### config.mk
export PLATFORM = sky130hd
export DESIGN_NAME = cpld_io_cmd_bank_flat
export DESIGN_NICKNAME = d
export VERILOG_FILES = /design/src/rtl/cpld_io_cmd_bank_pkg.sv /design/src/rtl/cpld_io_cmd_bank_if.sv /design/src/rtl/strobe_debounce_edge.sv /design/src/rtl/cpld_io_cmd_bank.sv /design/src/flat_wrapper.sv
export SDC_FILE = /design/constraint.sdc
export NUM_CORES = 1
export LEC_CHECK = 0
export BUFFER_PORTS_ARGS = -buffer_cell sky130_fd_sc_hd__buf_2
export CAP_MARGIN = 20
export CORE_MARGIN = 5
export CORE_UTILIZATION = 35
export DETAILED_ROUTE_END_ITERATION = 6
export RECOVER_POWER = 100
export REMOVE_ABC_BUFFERS = 1
export SLEW_MARGIN = 25
export SYNTH_ARGS = -nofsm -noshare
export SYNTH_HDL_FRONTEND = slang
export SYNTH_SLANG_ARGS = --single-unit
export TNS_END_PERCENT = 30
### constraint.sdc
create_clock -name clkDspIn -period 2.2 [get_ports clkDspIn]
set_input_delay 0.22 -clock clkDspIn [delete_from_list [all_inputs] [get_ports clkDspIn]]
set_output_delay 0.22 -clock clkDspIn [all_outputs]
set_load 0.05 [all_outputs]
### src/rtl/cpld_io_cmd_bank_pkg.sv
// Shared IO CPLD address definitions: command opcodes and the command bank base.
// No logic; constants only.
// No flow control.
package cpld_io_cmd_bank_pkg;

    typedef enum logic [1:0] {
        OP_SR  = 2'b00,
        OP_TGL = 2'b01,
        OP_PLS = 2'b10,
        OP_CTL = 2'b11
    } op_e;

    localparam logic [10:0] BANK_BASE_ADDR = 11'h100;
    localparam int          CH_IDX_W       = 5;
    localparam int          TIMER_W        = 8;

endpackage

### src/rtl/cpld_io_cmd_bank_if.sv
// Buffered DSP external-bus strobes and address lines seen by the IO CPLD.
// Combinational wires, no latency.
// No backpressure; the DSP owns the bus timing.
interface cpld_io_cmd_bank_if #(
    parameter int AB_W = 11
);
    logic            re;
    logic            we;
    logic [AB_W-1:0] ab;

    modport master (output re, output we, output ab);
    modport slave  (input  re, input  we, input  ab);
endinterface

### src/rtl/strobe_debounce_edge.sv
// Debounces an active-low strobe over DEB_DEPTH samples and emits a one-cycle fire.
// fire is combinational from the sample register: DEB_DEPTH-1 cycles after the first low sample.
// No backpressure; the strobe must be seen high again before it can re-fire.
module strobe_debounce_edge #(
    parameter int DEB_DEPTH = 2
) (
    input  logic clk,
    input  logic rst_n,
    input  logic strobe_n,
    output logic fire
);

    logic [DEB_DEPTH-1:0] sh_q, sh_d;
    logic                 deb;
    logic                 deb_prev_q, deb_prev_d;

    always_comb begin
        sh_d       = (sh_q << 1) | DEB_DEPTH'(strobe_n);
        deb        = ~|sh_q;
        deb_prev_d = deb;
        fire       = deb & ~deb_prev_q;
    end

    // Samples reset to "high" so a strobe held low across reset still needs the full debounce.
    always_ff @(posedge clk or negedge rst_n) begin
        if (!rst_n) begin
            sh_q       <= '1;
            deb_prev_q <= 1'b0;
        end else begin
            sh_q       <= sh_d;
            deb_prev_q <= deb_prev_d;
        end
    end

endmodule

### src/rtl/cpld_io_cmd_bank.sv
// DSP-bus command register bank: set/clear, toggle, timed pulse and error clear per channel.
// Output changes DEB_DEPTH cycles after the strobe is first sampled low.
// No backpressure; rejected commands only raise the sticky err flag.
module cpld_io_cmd_bank
    import cpld_io_cmd_bank_pkg::*;
#(
    parameter int                NUM_CH    = 16,
    parameter int                AB_W      = 11,
    parameter logic [AB_W-1:0]   BASE_ADDR = AB_W'(BANK_BASE_ADDR),
    parameter int                DEB_DEPTH = 2,
    parameter int                PULSE_LEN = 8,
    parameter logic [NUM_CH-1:0] RESET_VAL = '0
) (
    input  logic                clkDspIn,
    input  logic                dsp_reset,
    cpld_io_cmd_bank_if.slave   bus,
    output logic [NUM_CH-1:0]   ch_out,
    output logic                pulse_busy,
    output logic                err
);

    logic [AB_W-1:0]     ab_buf_q, ab_buf_d;
    logic [NUM_CH-1:0]   ch_out_q, ch_out_d;
    logic                busy_q, busy_d;
    logic                err_q, err_d;
    logic [TIMER_W-1:0]  timer_q, timer_d;
    logic [CH_IDX_W-1:0] owner_q, owner_d;

    logic                wr_fire, rd_fire;
    logic                hit, ch_ok, own_hit, err_set, err_clr;
    logic [CH_IDX_W-1:0] ch;
    op_e                 op;
    logic [NUM_CH-1:0]   sel_mask, own_mask;

    strobe_debounce_edge #(.DEB_DEPTH(DEB_DEPTH)) u_deb_we (
        .clk      (clkDspIn),
        .rst_n    (dsp_reset),
        .strobe_n (bus.we),
        .fire     (wr_fire)
    );

    strobe_debounce_edge #(.DEB_DEPTH(DEB_DEPTH)) u_deb_re (
        .clk      (clkDspIn),
        .rst_n    (dsp_reset),
        .strobe_n (bus.re),
        .fire     (rd_fire)
    );

    always_comb begin
        ab_buf_d = bus.ab;
        hit      = ab_buf_q[AB_W-1:7] == BASE_ADDR[AB_W-1:7];
        ch       = ab_buf_q[6:2];
        op       = op_e'(ab_buf_q[1:0]);
        ch_ok    = {1'b0, ch} < 6'(NUM_CH);
        own_hit  = busy_q && (owner_q == ch);
        for (int i = 0; i < NUM_CH; i++) begin
            sel_mask[i] = (ch == CH_IDX_W'(i));
            own_mask[i] = (owner_q == CH_IDX_W'(i));
        end
    end

    always_comb begin
        ch_out_d = ch_out_q;
        busy_d   = busy_q;
        timer_d  = timer_q;
        owner_d  = owner_q;
        err_set  = 1'b0;
        err_clr  = 1'b0;

        if (busy_q) begin
            if (timer_q == '0) begin
                ch_out_d = ch_out_d & ~own_mask;
                busy_d   = 1'b0;
            end else begin
                timer_d = timer_q - 1'b1;
            end
        end

        // Commands are evaluated after the timer so they win in the expiry cycle.
        if (hit && (wr_fire || rd_fire)) begin
            if ((wr_fire && rd_fire) || !ch_ok) begin
                err_set = 1'b1;
            end else if (wr_fire) begin
                case (op)
                    OP_SR: begin
                        if (own_hit) busy_d = 1'b0;
                        ch_out_d = ch_out_d | sel_mask;
                    end
                    OP_TGL: begin
                        if (own_hit) busy_d = 1'b0;
                        ch_out_d = (ch_out_d & ~sel_mask) | (~ch_out_q & sel_mask);
                    end
                    OP_PLS: begin
                        if (busy_q && !own_hit) begin
                            err_set = 1'b1;
                        end else begin
                            ch_out_d = ch_out_d | sel_mask;
                            timer_d  = TIMER_W'(PULSE_LEN - 1);
                            busy_d   = 1'b1;
                            owner_d  = ch;
                        end
                    end
                    default: ;
                endcase
            end else begin
                case (op)
                    OP_SR, OP_PLS: begin
                        if (own_hit) busy_d = 1'b0;
                        ch_out_d = ch_out_d & ~sel_mask;
                    end
                    OP_CTL:  err_clr = 1'b1;
                    default: ;
                endcase
            end
        end

        err_d = err_set ? 1'b1 : (err_clr ? 1'b0 : err_q);
    end

    always_ff @(posedge clkDspIn or negedge dsp_reset) begin
        if (!dsp_reset) begin
            ab_buf_q <= '0;
            ch_out_q <= RESET_VAL;
            busy_q   <= 1'b0;
            err_q    <= 1'b0;
            timer_q  <= '0;
            owner_q  <= '0;
        end else begin
            ab_buf_q <= ab_buf_d;
            ch_out_q <= ch_out_d;
            busy_q   <= busy_d;
            err_q    <= err_d;
            timer_q  <= timer_d;
            owner_q  <= owner_d;
        end
    end

    assign ch_out     = ch_out_q;
    assign pulse_busy = busy_q;
    assign err        = err_q;

endmodule

### src/flat_wrapper.sv
// flat-port wrapper written by rule: the top's interface ports become plain ports
module cpld_io_cmd_bank_flat import cpld_io_cmd_bank_pkg::*;
#(
    parameter int                NUM_CH    = 16,
    parameter int                AB_W      = 11,
    parameter logic [AB_W-1:0]   BASE_ADDR = AB_W'(BANK_BASE_ADDR),
    parameter int                DEB_DEPTH = 2,
    parameter int                PULSE_LEN = 8,
    parameter logic [NUM_CH-1:0] RESET_VAL = '0
)
  (clkDspIn, dsp_reset, ch_out, pulse_busy, err, bus_re, bus_we, bus_ab);
  cpld_io_cmd_bank_if #(.AB_W(AB_W)) bus_i ();
  input  logic clkDspIn;
  input  logic dsp_reset;
  output logic [NUM_CH-1:0] ch_out;
  output logic pulse_busy;
  output logic err;
  input wire logic [$bits(bus_i.re)-1:0] bus_re;
  input wire logic [$bits(bus_i.we)-1:0] bus_we;
  input wire logic [$bits(bus_i.ab)-1:0] bus_ab;
  assign bus_i.re = bus_re;
  assign bus_i.we = bus_we;
  assign bus_i.ab = bus_ab;
  cpld_io_cmd_bank #(.NUM_CH(NUM_CH), .AB_W(AB_W), .BASE_ADDR(BASE_ADDR), .DEB_DEPTH(DEB_DEPTH), .PULSE_LEN(PULSE_LEN), .RESET_VAL(RESET_VAL)) u_core (.clkDspIn(clkDspIn), .dsp_reset(dsp_reset), .bus(bus_i), .ch_out(ch_out), .pulse_busy(pulse_busy), .err(err));
endmodule
Yosys cells after proc, flatten, opt, wreduce, memory -nomap -nowiden:

Index checks and enable logic that the tools add are counted.

* flip-flop bits (word level): 48
* input bits: 15
* output and inout bits: 18
* word-level logic and storage cells: 118

* $add $sub $neg: 1
* $lt $le $gt $ge: 1
* equality and inequality tests: 35
* mux-type cells: 35
* bitwise gates (word level): 16
* reduce and logical (&&, ||, !) cells: 20

Operators by type and width (count)
* two-way mux 16 bit: 7
* == test 5 x 4 -> 1 bit, second input constant: 16
* two-way mux 8 bit: 7
* bitwise AND 16 bit: 3
* NOT 16 bit: 3
* one-hot mux 16 bit (3 select lines): 1
* == test 5 x 3 -> 1 bit, second input constant: 8
* OR 16 bit: 2
* == test 5 x 2 -> 1 bit, second input constant: 4
* two-way mux 1 bit: 19
* == test 5 x 1 -> 1 bit, second input constant: 2
* logical NOT 5 bit: 2
* logical NOT 8 bit: 1
* OR reduction 2 bit: 4
* subtractor 8 x 1 -> 8 bit, second input constant: 1
* == test 5 bit: 1
* < comparator 5 bit, second input constant: 1
* AND reduction 5 bit: 1
* == test 2 bit, second input constant: 2
* == test 4 x 2 -> 1 bit, second input constant: 1
* logical AND 1 bit: 4
* logical NOT 1 bit: 4
* NOT 1 bit: 4
* OR 2 x 1 -> 2 bit: 2
* other kinds (6): 8

Longest topological paths before layout:

Gate-level depths: netlist (run 1).

* depth after elaboration: 11
* mapped depth: 8
* mapped depth without buffers: 7

Hierarchy:

From an unflattened synthesis (run 1), not the netlist that was laid out.

* cells, all modules: 286
* area, all modules: 2688.8 sq um

By module, submodules not included
* cpld_io_cmd_bank: instances 1, cells an instance 276, area an instance 2506.2 sq um, seq. area each 1051.0 sq um
* strobe_debounce_edge: instances 2, cells an instance 5, area an instance 91.3 sq um, seq. area each 77.6 sq um

Worst setup path after synthesis (run 1):

No wires, ideal clock.

* path kind: register to register
* from: register u_core.busy_q, in the netlist u_core.pulse_busy
* to: register u_core.timer_q[7]
* setup time: 0.077 ns
* arrival time: 2.051 ns
* data required time: 2.123 ns
* path slack: 0.071 ns
* stages on the path, launching flop included: 7
* buffers on the path: 1
* clock period less this slack: 2.129 ns
* path through: dfrtp_1 buf_6 inv_4 or4_4 nor2_2 or4b_1 a21oi_1

* longest elaborated chain between the ends: 8
* elaborated cells on any way between the ends: 9
* classes of those cells: mux: 6; reduce/logical: 3

Ends and longest elaborated chain
* start: declaration: RTL line cpld_io_cmd_bank.sv:24 `logic busy_q, busy_d;`
* start signal: assignment: RTL line cpld_io_cmd_bank.sv:131 `busy_q <= busy_d;`
* logical AND 1 bit: RTL line cpld_io_cmd_bank.sv:55 `own_hit = busy_q && (owner_q == ch);`
* logical NOT 1 bit: RTL line cpld_io_cmd_bank.sv:94 `if (busy_q && !own_hit) begin`
* logical AND 1 bit: RTL line cpld_io_cmd_bank.sv:94
* two-way mux 8 bit: RTL line cpld_io_cmd_bank.sv:94
* two-way mux 8 bit: RTL line cpld_io_cmd_bank.sv:84 `case (op)`
* two-way mux 8 bit: RTL line cpld_io_cmd_bank.sv:83 `end else if (wr_fire) begin`
* two-way mux 8 bit: RTL line cpld_io_cmd_bank.sv:81 `if ((wr_fire && rd_fire) || !ch_ok) begin`
* two-way mux 8 bit (*): RTL line cpld_io_cmd_bank.sv:80 `if (hit && (wr_fire || rd_fire)) begin`
* via u_core.timer_d[7]: RTL line cpld_io_cmd_bank.sv:26 `logic [TIMER_W-1:0] timer_q, timer_d;`
* end signal: assignment: RTL line cpld_io_cmd_bank.sv:133 `timer_q <= timer_d;`
* end: declaration: RTL line cpld_io_cmd_bank.sv:26

The timed path passes the listed nets; every way through them passes the cells marked *.
A chain may end at the register's enable or synchronous reset.

Worst setup path after layout (run 1):

* from: register u_core.u_deb_we.sh_q[1]
* to: register u_core.ch_out_q[0], in the netlist u_core.ch_out[0]

* longest elaborated chain between the ends: 7
* elaborated cells on any way between the ends: 10
* classes of those cells: mux: 3; bitwise: 1; reduce/logical: 6

Ends and longest elaborated chain
* start: declaration: RTL line strobe_debounce_edge.sv:13 `logic [DEB_DEPTH-1:0] sh_q, sh_d;`
* start signal: assignment: RTL line strobe_debounce_edge.sv:27 `sh_q <= '1;`
* start signal: assignment: RTL line strobe_debounce_edge.sv:30 `sh_q <= sh_d;`
* OR reduction 2 bit (*): RTL line strobe_debounce_edge.sv:19 `deb = ~|sh_q;`
* logical NOT 1 bit (*): RTL line strobe_debounce_edge.sv:19
* bitwise AND 1 bit (*): RTL line strobe_debounce_edge.sv:21 `fire = deb & ~deb_prev_q;`
* logical AND 1 bit: RTL line cpld_io_cmd_bank.sv:81
* logical OR 1 bit: RTL line cpld_io_cmd_bank.sv:81
* two-way mux 16 bit: RTL line cpld_io_cmd_bank.sv:81
* two-way mux 16 bit (*): RTL line cpld_io_cmd_bank.sv:80
* via u_core.ch_out_d[0]: RTL line cpld_io_cmd_bank.sv:23 `logic [NUM_CH-1:0] ch_out_q, ch_out_d;`
* end signal: assignment: RTL line cpld_io_cmd_bank.sv:130 `ch_out_q <= ch_out_d;`
* end: declaration: RTL line cpld_io_cmd_bank.sv:23

Marked as above.

==> results of run 1 <==
[area by class of cell]
type	count	area, µm²	area share (%)
flip-flops and latches	48	1210	38.7
well taps	102	128	4.09
clock buffers	6	72.6	2.33
repair buffers	52	288	9.23
clock inverters	2	35.0	1.12
multi-input cells	220	1370	43.8
inverters	5	21.3	0.682
[synthesized netlist by cell type (all sizes together), types with 5 or more instances]
cell | count | share of area, %
clkbuf | 11 | 1.5
buf | 7 | 1.5
inv | 5 | 0.79
nand3 | 18 | 3.4
a21oi | 25 | 5.1
nor2 | 31 | 4.7
nand2b | 7 | 1.7
a22oi | 16 | 4.5
nor3 | 14 | 3.2
dfrtp | 44 | 41
xnor2 | 9 | 2.9
nor4 | 5 | 1.2
o21ai | 17 | 3.2
a221oi | 12 | 3.9
nand2 | 24 | 3.4
[metal layers]
layer | vias to the layer above | share of wire [%]
li1 | 1169 | -
met1 | 1151 | 45
met2 | 97 | 47
met3 | 18 | 5.9
met4 | 0 | 1.9
met5 | - | 0
[state kept, by name (all words and copies together) (netlist names)]
name,count
u_core.err,1
u_core.u_deb_we.sh_q,2
u_core.pulse_busy,1
u_core.ab_buf_q,11
u_core.owner_q,5
u_core.u_deb_re.sh_q,2
u_core.timer_q,8
u_core.u_deb_re.deb_prev_q,1
u_core.u_deb_we.deb_prev_q,1
u_core.ch_out,16
[kinds of logic after synthesis]
| group | count (synthesis) | synth area share [%] |
|---|---|---|
| mux | 4 | 1.68 |
| compound gates | 82 | 20.2 |
| xor+xnor | 9 | 2.94 |
| flops | 48 | 44.9 |
| simple gates | 124 | 25.9 |
| fa+ha+maj | 1 | 0.466 |
| buf+inv | 23 | 3.87 |
[per-stage QoR]
step	total power, W	setup WS [ns]	std cells
5_1_grt	0.00192	0.0337	435
4_1_cts	0.00186	0.140	435
3_5_place_dp	0.00122	0.158	426
2_1_floorplan	0.00111	0.0356	273
6_report	0.00183	0.144	435
3_3_place_gp	0.00121	0.189	426
[worst min-delay path by stage]
stage / depth (start not counted) / from / to / slack (ns)
5_1_grt: 1 / bus_re / u_core.u_deb_re.sh_q[0] / 0.01
2_1_floorplan: 0 / dsp_reset / u_core.ab_buf_q[0] / -0.08
3_3_place_gp: 2 / dsp_reset / u_core.timer_q[1] / 0.23
6_report: 1 / bus_we / u_core.u_deb_we.sh_q[0] / 0.02
3_5_place_dp: 2 / dsp_reset / u_core.timer_q[1] / 0.23
4_1_cts: 1 / bus_re / u_core.u_deb_re.sh_q[0] / 0.008
[power by group]
group / total, W / leakage [nW] / switching [W] / internal [W]
registers: 0.000956 / 0.626 / 0.0000386 / 0.000917
clock network: 0.000634 / 0.0552 / 0.000296 / 0.000338
logic: 0.000239 / 0.589 / 0.000152 / 0.0000874
total: 0.00183 / 1.27 / 0.000487 / 0.00134
[worst reg2reg max path: stages, from the launching register on]
cell,delay [ns]
dfstp_2,0.39
nor3_4,0.33
xnor2_1,0.26
nor4_1,0.69
a221oi_1,0.21
==> results by stage, run 1 <==
STA:
- The final setup violation count is 0.
- In this run the tightest slew margin relative to its limit is 21.3%.
- The worst clock skew is 0.0122 ns.
- Of the available clock period, the critical path in the final layout requires 93.5%.
- After routing, the total negative slack on setup checks comes to 0 ns.
- For the pin with the worst max-slew slack, the measured transition is 1.18 ns.
- The final number of hold-violating endpoints is 0.
- The final-layout worst hold slack is 0.0192 ns.
- Setup repair after global routing left no endpoint under its margin.
- For this run, the top clock speed supported by timing is 486 MHz.
- The count of final max-slew check failures is 0.
- After layout, the minimum clock period comes to 2.06 ns.

Job:
- The tool flagged a number of max-cap violations equal to 0.

Place:
- The final weighted congestion of routability-driven global placement is 0.873.
- The HPWL after detailed placement is 5200 µm.
- Input and output buffers added on the ports amount to 32.
- The post-detailed-placement cell area is 3040 µm².

Pwr:
- For this design the ratio of total power to cell area is 587 nW/µm².
- The worst supply voltage drop on vdd is 0.301 mV.
- Summed over all cells, the static leakage comes to 1.27 nW.

Final layout:
- Leaving out fill and tap cells, the most frequent cell in the layout is dfrtp_1.
- The total of fill cells in the finished design is 791.
- The top cell types in the final layout, fill and taps aside, are 44 x dfrtp_1, 29 x nor2_1, 24 x nand2_1, 24 x a21oi_1, 19 x clkbuf_1.
- In the final layout, the share of cells above drive strength 1 is 17.7%.
- The count of inserted antenna diode cells is 0.
- The number of nets in the finished design is 348.
- The post-synthesis to final-layout area growth is 16.1%.
- With fillers left out, the area of the finished cells amounts to 3120 µm².
- The final design utilization is 41.0%.

Critical path:
- The cell family contributing the most delay on the critical path is simple AND/OR/NAND/NOR gates.
- Of all nets on the critical path, the largest fanout is 8.
- The required time at the worst-slack endpoint is 2.33 ns.
- The slowest stage cell on the critical path is nor4_1.
- The delay of the slowest cell on the worst path is 0.68 ns.
- The critical path is of the reg -> reg type.
- The capturing element of the worst setup path is u_core.ch_out[0].
- The startpoint identified for the worst register-to-register timing path is u_core.u_deb_we.sh_q[1].
- The number of buffers and inverters on the critical path is 0.
- The worst register-to-register path ends at u_core.ch_out[0].
- The arrival time at the worst endpoint is 2.18 ns.
- The start point of the critical path is u_core.u_deb_we.sh_q[1].
- The critical path goes through nor3_4 > xnor2_1 > nor4_1 > a221oi_1.
- The worst register-to-register path has a setup slack of 0.14 ns.
- The critical path crosses 4 cells after its start point.
- STA classifies the critical path endpoint as a flop.
- STA classifies the critical path startpoint as a flop.
- The worst register-to-register path has a depth of 4.

Floorplanning:
- The chip height is 97.6 µm.
- The count of boundary I/O pins is 33.
- The core region is 7610 µm².
- For this configuration, the core starts out at a cell density of 35.3%.
- The die extent in x is 97.6 µm.
- The number of cell rows is 32.
- The die covers 9520 µm².

Drt:
- Before antenna repair, the detailed router went through 5 iterations.
- The total via count after detailed routing is 2,435.
- After detailed routing, the average wire length per cell comes to 16.8 µm.
- The post-detailed-route via-to-cell ratio is 5.60.
- The final routed wirelength across all metal layers is 7300 µm.
- In this run, the number of DRC markers left after iteration 0 of detailed routing was 193.
- The DRC violation count after routing is 0.
- The detail route stage leaves a number of antenna-violating nets equal to 0.

Global route:
- The number of global-route vias before repair is 2,495.
- For this run, global-route usage on met2 was measured as 26.3%.
- The total global routing overflow is 0.
- Entering global routing, the biggest net connects 49 pins.
- The global-route met1 utilization is 21.7%.
- After global routing, the most crowded layer is met2.
- The global-route usage over all layers is 16.0%.
- The first global-routing pass estimated 12,700 µm of wire.
- The number of antenna violations at the first check in global routing is 0.
- In the global route stage, met3 resource usage came out at 2.94%.

Synthesis:
- For this run, the leading register cell type out of synthesis is dfrtp_1.
- The post-synthesis average cell area is 9.22 µm².
- The synthesized netlist contains 47 unique library cells.
- The post-synth design cell area is 2680 µm².
- For this run, the number of Yosys warnings is 0.
- After synthesis, the share of flip-flops with an asynchronous set or reset is 100%.
- Synthesis produced a netlist whose cell count is 291.
- The flip-flop and latch count after synthesis is 48.
- The sequential element share of the synthesized area is 44.9%.
- The number of flops mapped to enable cells by yosys is 0.

Outcome:
- The flow ran to the end, and the final reports show no timing, DRC or antenna violations.

Clock tree:
- CTS placed an instance of clkbuf_8 at the clock tree root.
- The number of cells upsized or downsized after cts is 0.
- The H-tree was split into 2 levels.
- The maximum count of clock buffers along a single path is 2.
- Clock tree synthesis found a total of 48 sinks.
- TritonCTS created 5 clock buffers.
- TritonCTS built the clock tree.
- The number of hold buffers added after CTS was 1.
- Clock-pin slew was measured on the worst setup and hold paths at 0.09 ns.
- For the worst-skew pair, the clock arrives at the later sink with an insertion delay of 0.30 ns.
- The number of buffers inserted by post-CTS setup repair is 0.

Hold path:
- The tightest min-delay check is of the in -> reg type.
Note: power is estimated with default switching activity, not from simulation.
==> inputs of run 2 (changes only) <==
Settings changed: RECOVER_POWER 100 to 25, REMOVE_ABC_BUFFERS 1 to default.
==> run 2 against run 1 <==
Clock power shrank 13%. Register-to-register slack lost 0.06 ns. Design area increased by 1.4%. Sequential power about the same. Via count is 0.16% lower. Non-clock buffer count rose by 3. Routed wire length is 0.60% higher. Die area is the same. Utilization rose by 0.56 points. Count of clock-buffer cells in the layout increased by 1. Cell count rose by 0.69%. Combinational power rose by 4%. Highest routed layer unchanged.
==> results by stage, run 2 (same netlist as run 1, synthesis figures left out) <==
Critical path:
- Traced cell by cell, the critical path runs through nor3_4 > nand2b_2 > or4_4 > nor2_4 > mux2_2.
- The critical path start-end classification is reg -> reg.
- The critical path contains buffers and inverters numbering 0 combined.
- The arrival time at the worst endpoint is 2.30 ns.
- The cell family contributing the most delay on the critical path is simple AND/OR/NAND/NOR gates.
- The required time at the worst-slack endpoint is 2.39 ns.
- STA classifies the critical path startpoint as a flop.
- The delay of the slowest cell on the worst path is 0.55 ns.
- The slowest stage of the critical path belongs to the cell or4_4.
- In this run the worst path has a maximum fanout of 8.
- STA classifies the critical path endpoint as a flop.
- The worst-case register-to-register setup slack is 0.09 ns.

Final layout:
- At the end of the flow the core is filled with cells to 41.5%.
- The number of nets in the finished design is 351.
- In the layout the commonest cells are 44 x dfrtp_1, 31 x buf_2, 29 x nor2_1, 24 x nand2_1, 24 x a21oi_1.
- For this run, the number of standard cells in the final layout without fillers is 438.
- The post-synthesis to final-layout area growth is 17.7%.
- The number of antenna diodes in the final layout is 0.
- The register with the most flip-flops in the layout has 16 of them.
- Leaving out fill and tap cells, the most frequent cell in the layout is dfrtp_1.
- The post-route netlist has 23.2% of its cells at a drive strength greater than 1.

Drt:
- After detailed routing, the average wire length per cell comes to 16.8 µm.
- The detail route stage leaves a number of antenna-violating nets equal to 0.
- The number of violations reported at the end of detailed-routing iteration 0 is 337.
- After detailed routing, the number of remaining DRC violations is 0.
- The post-detailed-route via-to-cell ratio is 5.55.
- The final routed wirelength across all metal layers is 7350 µm.
- The final route contains 2,431 vias.
- The first detailed-routing pass took 5 iterations.

Global route:
- After global routing the overflow that remains totals 0.
- The largest net degree at the start of global routing is 21.
- The number of global-route vias before repair is 2,363.
- The number of antenna violations at the first check in global routing is 0.
- The first global-routing pass estimated 12,500 µm of wire.
- Global routing used 16.1% of the available tracks.

Place:
- Routability-driven placement finished with a final weighted congestion of 0.822.
- The number of placed instances, taps included is 428.
- During placement, the flow inserted port buffers numbering 32.
- Prior to clock tree synthesis, the placed netlist has a worst setup slack of 0.144 ns.
- Detailed placement finished with a half-perimeter wire length of 5360 µm.

Floorplanning:
- Measured along the y axis, the die boundary spans 97.6 µm.
- The area of the die is 9520 µm².
- The initial standard-cell utilization of the core is 35.3%.
- The count of boundary I/O pins is 33.
- The die extent in x is 97.6 µm.
- The number of cell rows is 32.
- The core box area is 7610 µm².

Pwr:
- The worst supply voltage drop on vdd is 0.379 mV.
- The leakage component of the power is 1.35 nW.
- For this design the ratio of total power to cell area is 555 nW/µm².

STA:
- For the pin with the worst max-slew slack, the measured transition is 0.961 ns.
- Setup repair after global routing left no endpoint under its margin.
- Adding up every negative setup slack in the final design gives 0 ns.
- The worst clock skew is 0.0174 ns.
- Derived from the worst setup path, the maximum achievable clock frequency is 474 MHz.
- The final setup violation count is 0.
- The final period demand of the worst path is 2.11 ns.
- Measured against its own limit, the worst slew margin works out to 35.9%.
- Once routing completed, OpenROAD measured the worst setup slack at 0.0885 ns.
- The final number of hold-violating endpoints is 0.
- The count of final max-slew check failures is 0.
- Dividing the final minimum period by the clock period gives 96.0%.

Clock tree:
- After clock tree synthesis, the setup repair step added 0 buffers.
- After clock tree synthesis, the clock-pin slew on the worst setup and hold paths is 0.09 ns.
- The tree is rooted in a clkbuf_8.
- Clock tree synthesis inserted a total of 5 buffers.
- TritonCTS built the clock tree.
- The later pin in the worst-skew pair is clocked with a latency of 0.31 ns.
- After clock tree synthesis, the flow added hold-fix buffers numbering 1.
- The number of cells upsized or downsized after cts is 0.
- Counting along the longest clock path gives a buffer depth of 2.
- For this design, the sink count on the clock tree is 48.
- The number of levels in the clock H-tree is 2.

Hold path:
- The worst hold path class is in -> reg.

Job:
- The number of violations of the max-capacitance limit is 0.

Synthesis:
- Counting every net in the synthesized netlist gives 307.

Outcome:
- The flow ran to the end, and the final reports show no timing, DRC or antenna violations.
==> run 2: per-stage QoR <==
step	instance area [µm²]	hold slack, ns	power [W]
3_5_place_dp	3050	0.176	0.00122
4_1_cts	3150	0.00472	0.00177
2_1_floorplan	2680	-0.0756	0.00112
5_1_grt	3160	0.000825	0.00184
6_report	3160	0.0187	0.00175
3_3_place_gp	3050	0.173	0.00121
==> run 2: layer usage <==
layer	part of all wire (%)	global-route usage (%)
met1	45	22.4
met2	46	25.1
met3	7.9	3.30
met4	1.4	5.11
met5	0	0
==> run 2: report_power, final <==
group / switching [W] / internal, W / total, W / leakage, nW
registers: 0.0000384 / 0.000917 / 0.000955 / 0.625
clock network: 0.000294 / 0.000256 / 0.000550 / 0.0445
logic: 0.000156 / 0.0000928 / 0.000248 / 0.680
total: 0.000488 / 0.00127 / 0.00175 / 1.35
==> run 2: layout make-up <==
| type | instances | area (µm²) |
|---|---|---|
| Clock buffer | 7 | 86.3 |
| Clock inverter | 1 | 7.51 |
| Fill cell | 779 | 4450 |
| Inverter | 5 | 21.3 |
| Multi-Input combinational cell | 220 | 1370 |
| Sequential cell | 48 | 1210 |
| Tap cell | 102 | 128 |
| Timing Repair Buffer | 55 | 337 |
==> run 2: path summary, 6_finish.rpt <==
check,start,end,cells past startpoint
worst max-delay path,u_core.u_deb_we.sh_q[0],u_core.owner_q[2],5
worst min-delay path,bus_ab[6],u_core.ab_buf_q[6],1
worst max register to register,u_core.u_deb_we.sh_q[0],u_core.owner_q[2],5
worst min register to register,u_core.u_deb_re.sh_q[0],u_core.u_deb_re.sh_q[1],0
max in group asynchronous,dsp_reset,u_core.u_deb_re.sh_q[1],3
min in group asynchronous,dsp_reset,u_core.ch_out[15],2
==> run 2: worst reg2reg max path, delay by kind of cell, from the launching register on <==
family | cells | cell delay (ns)
AND/OR/NAND/NOR | 4 | 1.25
multiplexers | 1 | 0.35
flip-flops | 1 | 0.42
